==> src/rtl/fifo_read_ctrl.sv <==
// Read-domain control for the async FIFO: write-pointer synchroniser, empty/level flags, Gray read
// pointer and read strobes. Optional almost-empty flag is enabled by defining FIFO_ALMOST_EMPTY_EN.
module fifo_read_ctrl #(
  parameter int unsigned add_size = 3,
  parameter int unsigned AE_LEVEL = 2
) (
  input  logic              r_clk,
  input  logic              rst,
  input  logic              rd_req,
  input  logic [add_size:0] r_add,
  input  logic [add_size:0] wptr_gray,
  output logic              r_en,
  output logic              empty,
  output logic [add_size:0] rptr_gray,
  output logic [add_size:0] rd_level,
  output logic              rd_valid,
`ifdef FIFO_ALMOST_EMPTY_EN
  output logic              almost_empty,
`endif
  output logic              underflow
);

  localparam int unsigned PtrW = add_size + 1;
  localparam logic [add_size:0] AeLevel = PtrW'(AE_LEVEL);

  logic [add_size:0] wq1;
  logic [add_size:0] wq2;
  logic [add_size:0] wq2_next;
  logic [add_size:0] rbin_next;
  logic [add_size:0] rgray_next;
  logic [add_size:0] wbin_sync;
  logic [add_size:0] level_next;
  logic              empty_next;

  // empty is registered, so gating on it never lets the counter advance past the write pointer.
  assign r_en = rd_req & ~empty;

  // Flags are loaded from the value wq2 takes on this same edge, so a write is reflected exactly two
  // edges after wptr_gray settles and a last-entry read racing a new write keeps empty low.
  always_comb begin
    wq2_next   = wq1;
    rbin_next  = r_add + PtrW'(r_en);
    rgray_next = rbin_next ^ (rbin_next >> 1);
    wbin_sync  = '0;
    for (int unsigned i = 0; i < PtrW; i++) begin
      wbin_sync[i] = ^(wq2_next >> i);
    end
    empty_next = (rgray_next == wq2_next);
    level_next = wbin_sync - rbin_next;
  end

  always_ff @(posedge r_clk) begin
    if (rst) begin
      wq1       <= '0;
      wq2       <= '0;
      rptr_gray <= '0;
      empty     <= 1'b1;
      rd_level  <= '0;
      rd_valid  <= 1'b0;
      underflow <= 1'b0;
    end else begin
      wq1       <= wptr_gray;
      wq2       <= wq2_next;
      rptr_gray <= rgray_next;
      empty     <= empty_next;
      rd_level  <= level_next;
      rd_valid  <= r_en;
      underflow <= underflow | (rd_req & empty);
    end
  end

`ifdef FIFO_ALMOST_EMPTY_EN
  always_ff @(posedge r_clk) begin
    if (rst) begin
      almost_empty <= 1'b1;
    end else begin
      almost_empty <= (level_next <= AeLevel);
    end
  end
`else
  logic unused_ae_level;
  assign unused_ae_level = ^AeLevel;
`endif

  // wq2 is the synchroniser's second stage; downstream flops load from its next-state directly.
  logic unused_wq2;
  assign unused_wq2 = ^wq2;

endmodule

==> config.mk <==
export PLATFORM = sky130hd
export DESIGN_NAME = fifo_read_ctrl
export DESIGN_NICKNAME = d
export VERILOG_FILES = /design/src/rtl/fifo_read_ctrl.sv
export SDC_FILE = /design/constraint.sdc
export NUM_CORES = 1
export LEC_CHECK = 0
export BUFFER_PORTS_ARGS = -buffer_cell sky130_fd_sc_hd__buf_2
export CAP_MARGIN = 20
export CORE_ASPECT_RATIO = 1.25
export CORE_MARGIN = 4
export CORE_UTILIZATION = 42
export CTS_CLUSTER_DIAMETER = 60
export DETAILED_ROUTE_END_ITERATION = 8
export HOLD_SLACK_MARGIN = 0.1
export PLACE_DENSITY = 0.71
export RECOVER_POWER = 25
export SYNTH_ARGS = -nofsm -noshare
export SYNTH_HDL_FRONTEND = slang
export SYNTH_SLANG_ARGS = --single-unit
==> constraint.sdc <==
create_clock -name r_clk -period 2.16 [get_ports r_clk]
set_input_delay 0.432 -clock r_clk [delete_from_list [all_inputs] [get_ports r_clk]]
set_output_delay 0.432 -clock r_clk [all_outputs]
set_load 0.01 [all_outputs]
# [Yosys cells after proc, flatten, opt, wreduce, memory -nomap -nowiden]
# Index checks and enable logic that the tools add are counted.
[op_classes] n_lt_le_gt_ge=0 muxes=0 n_shift=0 div_mod_pow=0 add_sub_neg=2 n_eq_ne=1 multipliers=0 n_bitwise=5 reduce_logical=4
[ops] op="$reduce_xor A4 Y1" n=4
[ops] op="$add A4 B1 Y4" n=1
[ops] op="$eq A4 B4 Y1" n=1
[ops] op="$sub A4 B4 Y4" n=1
[ops] op="$xor A4 B3 Y4" n=1
[ops] op="$and A1 B1 Y1" n=2
[ops] op="$not A1 Y1" n=1
[ops] op="$or A1 B1 Y1" n=1
[word_totals] romBits=0 latchBits=0 in_bits=11 ramBits=0 output_inout_bits=12 memories=0 word_cells=18 regBits=15

# [Depth between registers and ports, before layout]
[depth] word_depth=5 mapped_depth=9 ltp_nobuf=9

# [Worst setup path before layout]
# Ideal clock, no wire load.
[synth_timing] path_type="input port to flip-flop" start="input rd_req" end="register rd_level[3]" setup_ps=71 required_ps=2089 setup_slack_ps=-19 t_arrival_ps=2109 n_path_buf=0 stages=9 path_cell_list="nor2b_1 > ha_1 > ha_1 > xor2_2 > inv_1 > ha_1 > o21ai_0 > a21o_1 > a21oi_1"
[synth_between] elab_chain_cells=3
[synth_lines] element="start: declaration" line_no="9" source="input logic rd_req,"
[synth_lines] element="$and A1 B1 Y1" line_no="36" source="assign r_en = rd_req & ~empty;"
[synth_lines] element="$add A4 B1 Y4" line_no="42" source="rbin_next = r_add + PtrW'(r_en);"
[synth_lines] element="$sub A4 B4 Y4" line_no="49" source="level_next = wbin_sync - rbin_next;"
[synth_lines] element="end signal: assignment" line_no="66" source="rd_level <= level_next;"
[synth_lines] element="end: declaration" line_no="15" source="output logic [add_size:0] rd_level,"
# No other way between the ends.
# A chain may end at the register's enable or synchronous reset.

# [Worst setup path after layout]
[layout_timing] start="register empty" end="register rd_level[3]"
[layout_between] elab_chain_cells=4
[layout_lines] element="start: declaration" line_no="13" source="output logic empty,"
[layout_lines] element="start signal: assignment" line_no="65" source="empty <= empty_next;"
[layout_lines] element="$not A1 Y1" line_no="36"
[layout_lines] element="$and A1 B1 Y1" line_no="36"
[layout_lines] element="$add A4 B1 Y4" line_no="42"
[layout_lines] element="$sub A4 B4 Y4" line_no="49"
# No other way between the ends.

==> results.py <==
metrics = {
    "run_status": {
        "outcome": "complete, no violations",
    },
    "hold_path": {
        "min_to": "wq1[1]$_SDFF_PP0_",
        "hp-start": "wptr_gray[1]",
        "hold_path.class": "primary input to register",
        "whs_path_depth": 2,
    },
    "job": {
        "cap_violations": 0,
    },
    "yosys": {
        "synth_ff_type": "dfxtp_1",
        "yosysSeqAreaShare_pct": 43.64,
        "synthArstFlopShare_pct": 0,
        "synth_top_cells_by_area": "dfxtp_1, xnor2_1, ha_1",
        "yosysWarnings": 0,
        "syn_avg_cell_area_sq_um": 10.27,
        "synth_top_area_share_pct": 43.64,
        "synth_top_area_cell": "dfxtp_1",
        "synth_nets": 84,
        "netlist_area_sq_um": 688.2,
        "netlist_instances": 67,
        "synth_edf_count": 0,
        "synth.top_cells.by_count": "dfxtp_1, nor2_1, xnor2_1",
        "yosys.cell_types.count": 18,
        "synth_most_common_cell": "dfxtp_1",
        "synth-seq-cells": 15,
    },
    "grt": {
        "met3_usage_pct": 5.102,
        "use_met2_pct": 19.42,
        "antenna_found_initial": 0,
        "met1_usage_pct": 11.98,
        "grt_usage_pct": 11.80,
        "globalRoute.totalOverflow": 0,
        "grt_pass1_vias": 492,
        "grt_pass1_wl_mm": 1.925,
        "grt.busiest_layer": "met2",
        "grt_max_degree": 16,
    },
    "worst_setup_path": {
        "worst_ep_required_time_ns": 2.38,
        "cpPeakStageDelay_ns": 0.33,
        "path_max_fanout": 3,
        "timing.rr.start": "empty$_SDFF_PP1_",
        "critical_path.endpoint_type": "register",
        "rrSetupSlack_ns": 0.17,
        "worst_ep_arrival_time_ns": 2.21,
        "crit_slowest_cell": "dfxtp_1",
        "crit_buf_inv": 1,
        "crit_chain": "nor2b_2 > ha_1 > ha_1 > xor2_2 > inv_1 > ha_1 > o21ai_0 > a21o_1 > a21oi_1",
        "critPathKind": "register to register",
        "crit_top_cell": "ha_1",
        "critical_path.top_delay_family": "adder cells",
        "reg2reg_to": "rd_level[3]$_SDFF_PP0_",
        "r2r_cells": 9,
        "start_kind": "register",
    },
    "cts": {
        "path_clk_slew_ns": 0.08,
        "post_cts_resized": 0,
        "clock_path_buffers": 2,
        "cts-htree-levels": 1,
        "post_cts_buffers": 0,
        "root_buffer": "clkbuf_4",
        "clk_latency_ns": 0.28,
        "cts_buffers": 3,
        "ctsHoldBuffers": 0,
        "cts_tree": "yes",
        "cts_sinks": 15,
    },
    "detailed_routing": {
        "vias": 529,
        "routed_wl_mm": 1.117,
        "drt_iter0_markers": 1,
        "ant_nets": 0,
        "drc": 0,
        "first_pass_iters": 4,
        "drt-wirelength-per-cell_um": 9.885,
        "routed_via_density": 4.681,
    },
    "sta": {
        "fmax_mhz": 502.0,
        "fin_crit_ns": 1.992,
        "hold_violations": 0,
        "skew_ns": 0.003149,
        "worst_pin_slew_ns": 0.3767,
        "setup_viol_count_final": 0,
        "post-route-period-util_pct": 92.23,
        "drv_slew": 0,
        "finalWorstSetupSlack_ns": 0.1678,
        "rsz0062_at_grt": "false",
        "max_slew_margin_pct": 74.71,
    },
    "floorplanning": {
        "die_w_um": 44.21,
        "io_pins": 23,
        "rows": 16,
        "initial_core_util_pct": 44.07,
        "die-area_sq_mm": 0.002354,
        "die_h_um": 53.26,
        "fp.coreArea_sq_mm": 0.001562,
    },
    "cells_and_area": {
        "syn2layout_area_growth_pct": 26.18,
        "antenna_cells": 0,
        "nFillCells": 147,
        "final_util_pct": 55.61,
        "fin_nets": 113,
        "drive_gt1_share_pct": 32.63,
    },
    "pwr": {
        "ir_drop_mv": 0.3762,
        "leakage_nw": 0.4295,
        "power.density_mw_per_mm2": 757.2,
    },
    "placement": {
        "hpwl_um": 894.6,
        "port_buffers": 22,
        "post-place-ws_ns": -0.05371,
        "gp_congestion": 0.7636,
    },
}
## where the power goes
part	switching [mW]	internal, mW	total, mW
combinational	0.0919	0.0913	0.183
clock	0.0856	0.0717	0.157
sequential	0.00924	0.308	0.317
total	0.187	0.471	0.658
## sequential cells by signal, indices dropped and copies added (netlist names)
signal     flops
rd_level       4
rptr_gray      4
wq1            4
empty          1
rd_valid       1
underflow      1
## through the flow
stage	total power, mW	TNS [ns]	hold slack [ns]	instance area [sq um]	std cells
2_1_floorplan	0.4451	0	0.5022	690.7	67
3_3_place_gp	0.5037	-0.001781	0.4596	842.1	109
3_5_place_dp	0.5091	-0.06071	0.4637	842.1	109
4_1_cts	0.6701	0	0.3436	868.3	113
5_1_grt	0.7140	0	0.3316	868.3	113
6_report	0.6575	0	0.3535	868.3	113
## kinds of logic (layout without fill, tap and decap cells)
family                     Yosys count  count (layout)  synth area share (%)
and+or+nand+nor                     19              19                 13.64
xor gates and xnor gates            15              15                 20.18
DFF                                 15              15                 43.64
adders and majority gates            6               6                 12.00
AOI/OAI and AO/OA                    6               6                 6.182
buffers and inverters                5              33                 2.726
muxes                                1               1                 1.636
## cells in the final DEF, fill, tap and decap left out
cell,count
mux2_1,1
xnor2_1,8
xor2_1,6
and2_1,1
inv_1,4
o21ai_0,1
buf_2,22
nor2b_2,1
dfxtp_1,15
clkbuf_1,1
nand3_1,2
xor2_2,1
nor2_1,9
clkbuf_4,3
a21oi_1,2
a21o_1,1
buf_4,3
nor2b_1,6
a21boi_2,1
a31o_1,1
fa_1,1
ha_1,5
## routing by layer
metal,part of all wire [%],vias up
li1,-,269
met1,38,237
met2,52,19
met3,9.0,4
met4,1.3,0
met5,0,-
## worst reg2reg max path, delay by kind of cell (launching register included)
kind	cells	cell delay [ns]
adder cells (fa/ha/maj)	3	0.73
flip-flops	1	0.33
XOR/XNOR	1	0.24
buffers and inverters	1	0.07
AO/OA/AOI/OAI	3	0.42
AND/OR/NAND/NOR	1	0.15
## area by class of cell
class / instances / area (sq um) / area share (%)
Multi-Input combinational cell: 47 / 371.6 / 42.80
Sequential cell: 15 / 300.3 / 34.58
Timing Repair Buffer: 25 / 132.6 / 15.27
Clock buffer: 4 / 26.28 / 3.026
Tap cell: 18 / 22.52 / 2.594
Inverter: 4 / 15.01 / 1.729
## worst max-delay path by stage
stage / start / end / slack [ns] / cells after the start
after floorplan: rd_req / rd_level[3]$_SDFF_PP0_ / 0.03 / 9
after global placement: rd_req / rd_level[3]$_SDFF_PP0_ / -0.002 / 10
after detailed placement: rd_req / rd_level[3]$_SDFF_PP0_ / -0.05 / 10
after CTS: empty$_SDFF_PP1_ / rd_level[3]$_SDFF_PP0_ / 0.15 / 9
after global routing: wq1[3]$_SDFF_PP0_ / rd_level[2]$_SDFF_PP0_ / 0.03 / 7
final: empty$_SDFF_PP1_ / rd_level[3]$_SDFF_PP0_ / 0.17 / 9
Note: power is estimated with default switching activity, not from simulation.
